`src/rtl/counter_pkg.sv`:
```
// Shared types for the prescaled modulo up/down counter.
package counter_pkg;

    typedef enum logic [1:0] {
        WRAP    = 2'd0,
        SAT     = 2'd1,
        ONESHOT = 2'd2
    } count_mode_t;

    typedef enum logic {
        RUN  = 1'b0,
        DONE = 1'b1
    } state_t;

endpackage

```
`src/rtl/prescaler.sv`:
```
// Divides enabled cycles by PRESCALE; Tick marks the last cycle of each period.
module prescaler #(
    parameter int PRESCALE = 1
) (
    input  logic Clock,
    input  logic Resetn,
    input  logic En,
    input  logic Clr,
    output logic Tick
);

    localparam int PW = (PRESCALE > 1) ? $clog2(PRESCALE) : 1;

    generate
        if (PRESCALE == 1) begin : g_bypass
            logic unused_inputs;
            assign unused_inputs = &{1'b0, Clock, Resetn, Clr};
            assign Tick = En;
        end else begin : g_count
            localparam logic [PW-1:0] LAST = PW'(PRESCALE - 1);
            logic [PW-1:0] pc_q;
            logic [PW-1:0] pc_d;

            always_comb begin
                pc_d = pc_q;
                if (Clr) begin
                    pc_d = '0;
                end else if (En) begin
                    pc_d = (pc_q == LAST) ? '0 : pc_q + 1'b1;
                end
            end

            // Disabled cycles leave pc where it is so a resumed count finishes its period.
            assign Tick = En & (pc_q == LAST);

            always_ff @(posedge Clock or negedge Resetn) begin
                if (!Resetn) begin
                    pc_q <= '0;
                end else begin
                    pc_q <= pc_d;
                end
            end
        end
    endgenerate

endmodule

```
`src/rtl/param_counter.sv`:
```
// Prescaled modulo up/down counter with load, terminal-count pulse and wrap/saturate/one-shot modes.
module param_counter
    import counter_pkg::*;
#(
    parameter int WIDTH     = 10,
    parameter int MAX       = 1023,
    parameter int PRESCALE  = 1,
    parameter int RESET_VAL = 0
) (
    input  logic             Clock,
    input  logic             Resetn,
    input  logic             En,
    input  logic             Up,
    input  logic [1:0]       Mode,
    input  logic             Load,
    input  logic [WIDTH-1:0] D,
    output logic [WIDTH-1:0] Q,
    output logic             Tc,
    output logic             Done
);

    generate
        if (MAX < 1 || MAX > (2 ** WIDTH) - 1) begin : g_bad_max
            $error("param_counter: MAX out of range for WIDTH");
        end
        if (PRESCALE < 1) begin : g_bad_prescale
            $error("param_counter: PRESCALE must be at least 1");
        end
        if (RESET_VAL < 0 || RESET_VAL > MAX) begin : g_bad_reset_val
            $error("param_counter: RESET_VAL must lie in 0..MAX");
        end
    endgenerate

    localparam logic [WIDTH-1:0] MAX_V   = WIDTH'(MAX);
    localparam logic [WIDTH-1:0] RESET_V = WIDTH'(RESET_VAL);

    state_t           state_q, state_d;
    logic [WIDTH-1:0] q_q, q_d;
    logic             tc_q, tc_d;
    logic             done_q, done_d;
    logic             tick;
    logic [WIDTH-1:0] term;

    prescaler #(
        .PRESCALE(PRESCALE)
    ) u_prescaler (
        .Clock (Clock),
        .Resetn(Resetn),
        .En    (En & (state_q == RUN)),
        .Clr   (Load),
        .Tick  (tick)
    );

    assign term = Up ? MAX_V : '0;

    always_comb begin
        state_d = state_q;
        q_d     = q_q;
        tc_d    = 1'b0;
        done_d  = done_q;
        if (Load) begin
            q_d     = (D > MAX_V) ? MAX_V : D;
            state_d = RUN;
            done_d  = 1'b0;
        end else if (state_q == DONE) begin
            if (Mode != ONESHOT) begin
                state_d = RUN;
                done_d  = 1'b0;
            end
        end else if (tick) begin
            if (q_q == term) begin
                tc_d = 1'b1;
                // Mode 3 is unassigned and falls into the wrap branch.
                case (Mode)
                    SAT: q_d = q_q;
                    ONESHOT: begin
                        state_d = DONE;
                        done_d  = 1'b1;
                    end
                    default: q_d = Up ? '0 : MAX_V;
                endcase
            end else begin
                q_d = Up ? q_q + 1'b1 : q_q - 1'b1;
            end
        end
    end

    always_ff @(posedge Clock or negedge Resetn) begin
        if (!Resetn) begin
            state_q <= RUN;
            q_q     <= RESET_V;
            tc_q    <= 1'b0;
            done_q  <= 1'b0;
        end else begin
            state_q <= state_d;
            q_q     <= q_d;
            tc_q    <= tc_d;
            done_q  <= done_d;
        end
    end

    assign Q    = q_q;
    assign Tc   = tc_q;
    assign Done = done_q;

endmodule

```
`config.mk`:
```
export PLATFORM = sky130hd
export DESIGN_NAME = param_counter
export DESIGN_NICKNAME = d
export VERILOG_FILES = /design/src/rtl/counter_pkg.sv /design/src/rtl/prescaler.sv /design/src/rtl/param_counter.sv
export SDC_FILE = /design/constraint.sdc
export NUM_CORES = 1
export LEC_CHECK = 0
export CAP_MARGIN = 15
export CORE_UTILIZATION = 40
export CTS_BUF_LIST = sky130_fd_sc_hd__clkbuf_16
export CTS_CLUSTER_SIZE = 10
export DETAILED_ROUTE_END_ITERATION = 7
export GPL_ROUTABILITY_DRIVEN = 0
export PLACE_DENSITY = 0.67
export SLEW_MARGIN = 20
export SYNTH_ARGS = -nofsm -noshare
export SYNTH_HDL_FRONTEND = slang
export SYNTH_HIERARCHICAL = 1
export SYNTH_SLANG_ARGS = --single-unit
```
`constraint.sdc`:
```
create_clock -name Clock -period 2.5 [get_ports Clock]
set_input_delay 0.625 -clock Clock [delete_from_list [all_inputs] [get_ports Clock]]
set_output_delay 0.625 -clock Clock [all_outputs]
set_load 0.05 [all_outputs]
```
==> results of run 1 <==
-- per-stage QoR --
stage               utilization [%]  area, um2  cells  hold slack (ns)
finish                         67.6       1860    219            0.535
global route                   67.6       1860    219            0.590
CTS                            67.4       1860    219            0.540
detailed placement             63.3       1750    215            0.533
global placement               63.3       1750    215            0.525
floorplan                         -       1300    137            0.329
-- power groups by stage --
| stage | clock, mW | combinational, mW | sequential (mW) |
|---|---|---|---|
| 2_1_floorplan | 0 | 0.443 | 0.477 |
| 3_3_place_gp | 0 | 0.876 | 0.321 |
| 3_5_place_dp | 0 | 0.897 | 0.323 |
| 4_1_cts | 0.313 | 0.932 | 0.321 |
| 5_1_grt | 0.328 | 1.01 | 0.326 |
| 6_report | 0.311 | 0.947 | 0.321 |
-- state kept, by name, summed over array words and instances, names as in the netlist --
register	flops
state_q	1
Q	10
Tc	1
Done	1
-- synth_stat cells (3+ instances only) --
master    number
xor2_1         5
o21ai_0       10
xnor2_1        4
nand2b_1       3
nor2_1         7
a21o_1         5
nand2_1        5
inv_1         11
dfrtp_1       13
ha_1           9
a21oi_1       17
clkbuf_1       4
nor4_1         3
o22ai_1        6
and3_1         3
-- routing by layer --
layer  track usage, %  wire length, um  part of all wire, %
met1             31.1             1540                   43
met2             42.0             1750                   49
met3             5.81              185                  5.2
met4             12.9               99                  2.8
met5                0                0                    0
-- cell type report --
| type | count | area [um2] |
|---|---|---|
| sequential | 13 | 325 |
| inverter | 11 | 48.8 |
| timing repair buffer | 56 | 485 |
| clock buffer | 3 | 75.1 |
| tap | 31 | 38.8 |
| fill | 214 | 895 |
| clock inverter | 1 | 3.75 |
| multi-input combinational | 104 | 886 |
-- placed cells by master, fill, tap and decap left out, drive strengths merged, types with 6 or more instances in the layout --
cell,count
ha,9
a21oi,17
o21ai,11
inv,12
nor2,9
buf,28
clkdlybuf4s50,27
o22ai,6
dfrtp,13
-- cells by family (layout without fill, tap and decap cells) --
logic type	count (synthesis)	after routing	synth area share, %
flops	13	13	28.1
fa+ha+maj	10	10	11.4
xor+xnor	9	9	6.80
mux	1	1	0.972
buf+inv	20	71	7.99
compound gates	49	49	27.0
simple gates	35	35	17.7
-- worst max-delay path, delay by kind of cell --
family                     cells  cell delay (ns)
adders and majority gates      1             0.31
and+or+nand+nor                3             0.87
AOI/OAI and AO/OA              3             0.41
buffers and inverters          2             0.23
-- worst min path at each step --
stage	start	end	slack, ns
after floorplan	Resetn	Done	0.33
after global placement	Done	Done	0.53
after detailed placement	Done	Done	0.53
after CTS	Done	Done	0.54
after global routing	Done	Done	0.59
final	Done	Done	0.53
==> impl_metrics.py, run 1 <==
metrics = {
    "timing": {
        "fin_skew_ns": 0.00187,
        "maxSlewHeadroom_pct": 57.7,
        "clock.fmax_mhz": 434,
        "finalCriticalPeriod_ns": 2.30,
        "hold_viol_final": 0,
        "tightest_slew_ns": 0.633,
        "maxSlewViolCount": 0,
        "setup_viol": 0,
        "finalCritPeriodShare_pct": 92.1,
        "rsz0062_at_grt": "false",
        "tns_ns": 0,
        "setup_ws_ns": 0.198,
    },
    "placement": {
        "dp_slack_ns": -0.564,
        "portBuffers": 28,
        "dp_hpwl_um": 2630,
    },
    "global_routing": {
        "grt_pass1_wl_um": 6040,
        "grt_pass1_vias": 1315,
        "grt_overflow": 0,
        "antenna_found_initial": 0,
        "grt_max_degree": 14,
        "track_usage_pct": 25.5,
    },
    "power_and_ir_drop": {
        "power.density_mw_per_mm2": 848,
        "combPwrFrac_pct": 60.0,
        "pwr-share-clk_pct": 19.7,
        "swShare_pct": 42.5,
        "power_frac_seq_pct": 20.3,
        "intPower_mw": 0.908,
        "p_sw_mw": 0.671,
        "vdd_drop_max_uv": 658,
        "p_leak_nw": 0.804,
        "p_total_mw": 1.58,
    },
    "clocking": {
        "cts.sinks": 13,
        "cts-root-buf": "clkbuf_16",
        "clk_latency_ns": 0.24,
        "tritoncts": "done",
        "ctsHoldBuffers": 0,
        "h-tree-depth": 1,
        "cts_setup_buffers": 0,
        "post_cts_resized": 7,
        "clk_pin_slew_ns": 0.05,
        "numCtsBuffers": 3,
        "cts_buffer_depth": 2,
    },
    "synthesis": {
        "ys_seq_area_share_pct": 28.1,
        "netlist_area_mm2": 0.00116,
        "async_flop_share_pct": 100,
        "synth_ff_type": "dfrtp_1",
        "syn-num-nets": 164,
        "synth_cell_type_count": 41,
        "netlist_top_cells_area": "dfrtp_1 28%, ha_1 9.7%, a21oi_1 7.3%",
        "synth_top_area_cell": "dfrtp_1",
        "syn_avg_cell_area_um2": 8.46,
        "synth-edff-count": 0,
        "netlist_instances": 137,
        "ys_seq_elements": 13,
        "yosysWarnings": 6,
        "yosys.area.top_type_share_pct": 28.1,
    },
    "floorplanning": {
        "die-area_mm2": 0.00312,
        "core_area_mm2": 0.00276,
        "pin_count": 29,
        "dieWidth_um": 55.8,
        "die_h_um": 55.8,
        "rows": 19,
        "start_util_pct": 42.0,
    },
    "final_layout": {
        "nets": 216,
        "n_antenna_cell": 0,
        "drive_above_1_share_pct": 27.7,
        "syn2layout_area_growth_pct": 60.8,
    },
    "drt": {
        "first_iter_violations": 19,
        "drt.antenna.violating_nets": 0,
        "drt-total-wl_um": 3580,
        "vias": 1255,
        "dr.pass1.iters": 4,
        "viasPerCell": 5.73,
        "wire_per_inst_um": 16.3,
        "drc": 0,
    },
    "setup_path": {
        "reg2reg_from": "Q[0]",
        "critical_path_class": "input pin to flip-flop",
        "r2r_end": "Q[6]",
        "worstPathArrival_ns": 2.46,
        "critical_path_peak_fanout": 8,
        "cp_slowest_cell": "or4_4",
        "slowest_delay_ns": 0.59,
        "worstRegToRegCells": 8,
        "r2r_setup_slack_ns": 0.35,
        "required_ns": 2.65,
        "startpoint_type": "input pin",
        "worstPathCellList": "clkbuf_2 -> inv_8 -> ha_1 -> nand4_1 -> or4_4 -> o21a_4 -> nor2_4 -> a2bb2oi_1 -> o21ai_0",
        "critPathCaptureType": "flip-flop",
        "crit_start": "Up",
        "crit_end": "Q[8]",
    },
    "status": {
        "status": "finished, final reports clean",
    },
    "run": {
        "max-cap-violations": 0,
    },
    "hold_path": {
        "hp-class": "flip-flop to flip-flop",
        "hold_path_depth": 2,
    },
}
Power figures use the tool's default switching activity.
==> run 2, diff against run 1 <==
ABC_CLOCK_PERIOD_IN_PS = 2500   (was default)
==> results of run 2 <==
Final layout, timing and power as in run 1 (identical DEF).
==> run 3, diff against run 2 <==
CORE_MARGIN = 2   (was default)
CTS_BUF_LIST = default   (was sky130_fd_sc_hd__clkbuf_16)
SKIP_LAST_GASP = 1   (was default)
==> run 3 against run 2 <==
Hold slack better by 0.020 ns. Sequential share of layout area up 0.54 points. First-iteration DRC count up 32%. Critical path type unchanged. Non-clock buffer count unchanged. Combinational power down 1%. Highest routed layer unchanged. Largest power group unchanged.
==> impl_metrics.py, run 3 (synthesized netlist as in run 1, its figures left out) <==
metrics = {
    "clocking": {
        "numCtsBuffers": 3,
        "cts.sinks": 13,
        "clk_latency_ns": 0.28,
        "clk_pin_slew_ns": 0.09,
        "cts-root-buf": "clkbuf_4",
        "tritoncts": "done",
        "h-tree-depth": 1,
        "cts_buffer_depth": 2,
    },
    "drt": {
        "wire_per_inst_um": 16.3,
        "first_iter_violations": 25,
        "drc": 0,
        "drt.antenna.violating_nets": 0,
        "drt-total-wl_um": 3560,
        "viasPerCell": 5.65,
        "dr.pass1.iters": 4,
        "vias": 1237,
    },
    "timing": {
        "tightest_slew_ns": 0.692,
        "rsz0062_at_grt": "false",
        "maxSlewHeadroom_pct": 53.7,
        "maxSlewViolCount": 0,
        "hold_viol_final": 0,
        "clock.fmax_mhz": 418,
        "setup_viol": 0,
        "finalCritPeriodShare_pct": 95.7,
        "setup_ws_ns": 0.108,
        "fin_skew_ns": 0.00497,
        "finalCriticalPeriod_ns": 2.39,
    },
    "global_routing": {
        "grt_pass1_wl_um": 6240,
        "grt_max_degree": 14,
        "grt_pass1_vias": 1330,
        "grt_overflow": 0,
        "track_usage_pct": 24.4,
        "antenna_found_initial": 0,
    },
    "hold_path": {
        "hp-class": "flip-flop to flip-flop",
        "hp-start": "Done",
    },
    "final_layout": {
        "final_cell_mix": "28 x buf_4, 27 x clkdlybuf4s50_1, 16 x a21oi_1",
        "n_antenna_cell": 0,
        "syn2layout_area_growth_pct": 55.9,
        "drive_above_1_share_pct": 27.1,
        "final_common_cell": "buf_4",
        "fillerInstances": 234,
        "largest_reg_flops": 10,
        "final_area_mm2": 0.00181,
        "nets": 216,
    },
    "setup_path": {
        "critical_path_class": "input pin to flip-flop",
        "critPathCaptureType": "flip-flop",
        "worstPathArrival_ns": 2.57,
        "worstPathCellList": "clkdlybuf4s15_1 -> inv_8 -> ha_1 -> nand4_1 -> or4_4 -> buf_4 -> a211oi_1 -> nor2_1",
        "required_ns": 2.68,
        "r2r_setup_slack_ns": 0.30,
        "cp_slowest_cell": "or4_4",
        "critical_path_peak_fanout": 8,
        "slowest_delay_ns": 0.58,
        "reg2reg_from": "Q[0]",
        "startpoint_type": "input pin",
        "crit_start": "Up",
    },
    "placement": {
        "dpl_cell_area_mm2": 0.00175,
        "dp_slack_ns": -0.579,
        "portBuffers": 28,
        "dp_hpwl_um": 2840,
    },
    "status": {
        "status": "finished, final reports clean",
    },
    "floorplanning": {
        "die_h_um": 57.8,
        "die-area_mm2": 0.00334,
        "dieWidth_um": 57.8,
        "start_util_pct": 42.0,
        "core_area_mm2": 0.00276,
        "pin_count": 29,
        "rows": 19,
    },
    "power_and_ir_drop": {
        "p_leak_nw": 0.773,
        "vdd_drop_max_uv": 600,
        "power.density_mw_per_mm2": 774,
        "p_total_mw": 1.40,
    },
    "run": {
        "max-cap-violations": 0,
    },
}
## run 3: final timing paths
kind | end | cells after the start
max | Q[4] | 8
max in group asynchronous | Q[8] | 1
min reg2reg | Done | 2
min in group asynchronous | Q[2] | 1
max reg2reg | Q[6] | 8
min | Done | 2
## run 3: power breakdown
part           leakage [nW]  switching, mW  internal, mW
registers             0.157         0.0634         0.255
clock network        0.0150         0.0811        0.0619
logic                 0.601          0.503         0.434
## run 3: worst max-delay path, delay by kind of cell
kind,cells,cell delay [ns]
AOI/OAI and AO/OA,1,0.25
and+or+nand+nor,3,0.80
adders and majority gates,1,0.31
buffers and inverters,3,0.58
## run 3: timing repair
| action | CTS | global route |
|---|---|---|
| setup buffers | 0 | 0 |
| gates resized for setup | 7 | 1 |
| gates cloned | 0 | 0 |
| setup endpoints to repair | 10 | 2 |
| hold buffers | 0 | 0 |
## run 3: final cells by class
class / count / area, um2 / share of cell area, %
Inverter: 11 / 48.8 / 2.70
Multi-Input combinational cell: 104 / 877 / 48.5
Timing Repair Buffer: 56 / 490 / 27.1
Clock buffer: 4 / 26.3 / 1.45
Tap cell: 31 / 38.8 / 2.15
Sequential cell: 13 / 325 / 18.0
## run 3: through the flow
stage	util [%]	std cells	setup TNS (ns)	hold slack [ns]
global placement	63.3	215	-5.38	0.525
finish	65.5	219	0	0.554
floorplan	-	137	0	0.329
CTS	65.5	219	0	0.552
global route	65.5	219	0	0.583
detailed placement	63.3	215	-5.71	0.539
## run 3: metal layers
metal	vias up	wire length, um	global-route usage, %
met1	589	1580	32.8
met2	39	1760	40.9
li1	601	-	-
met4	0	68	8.31
met5	-	0	0
met3	8	153	2.68
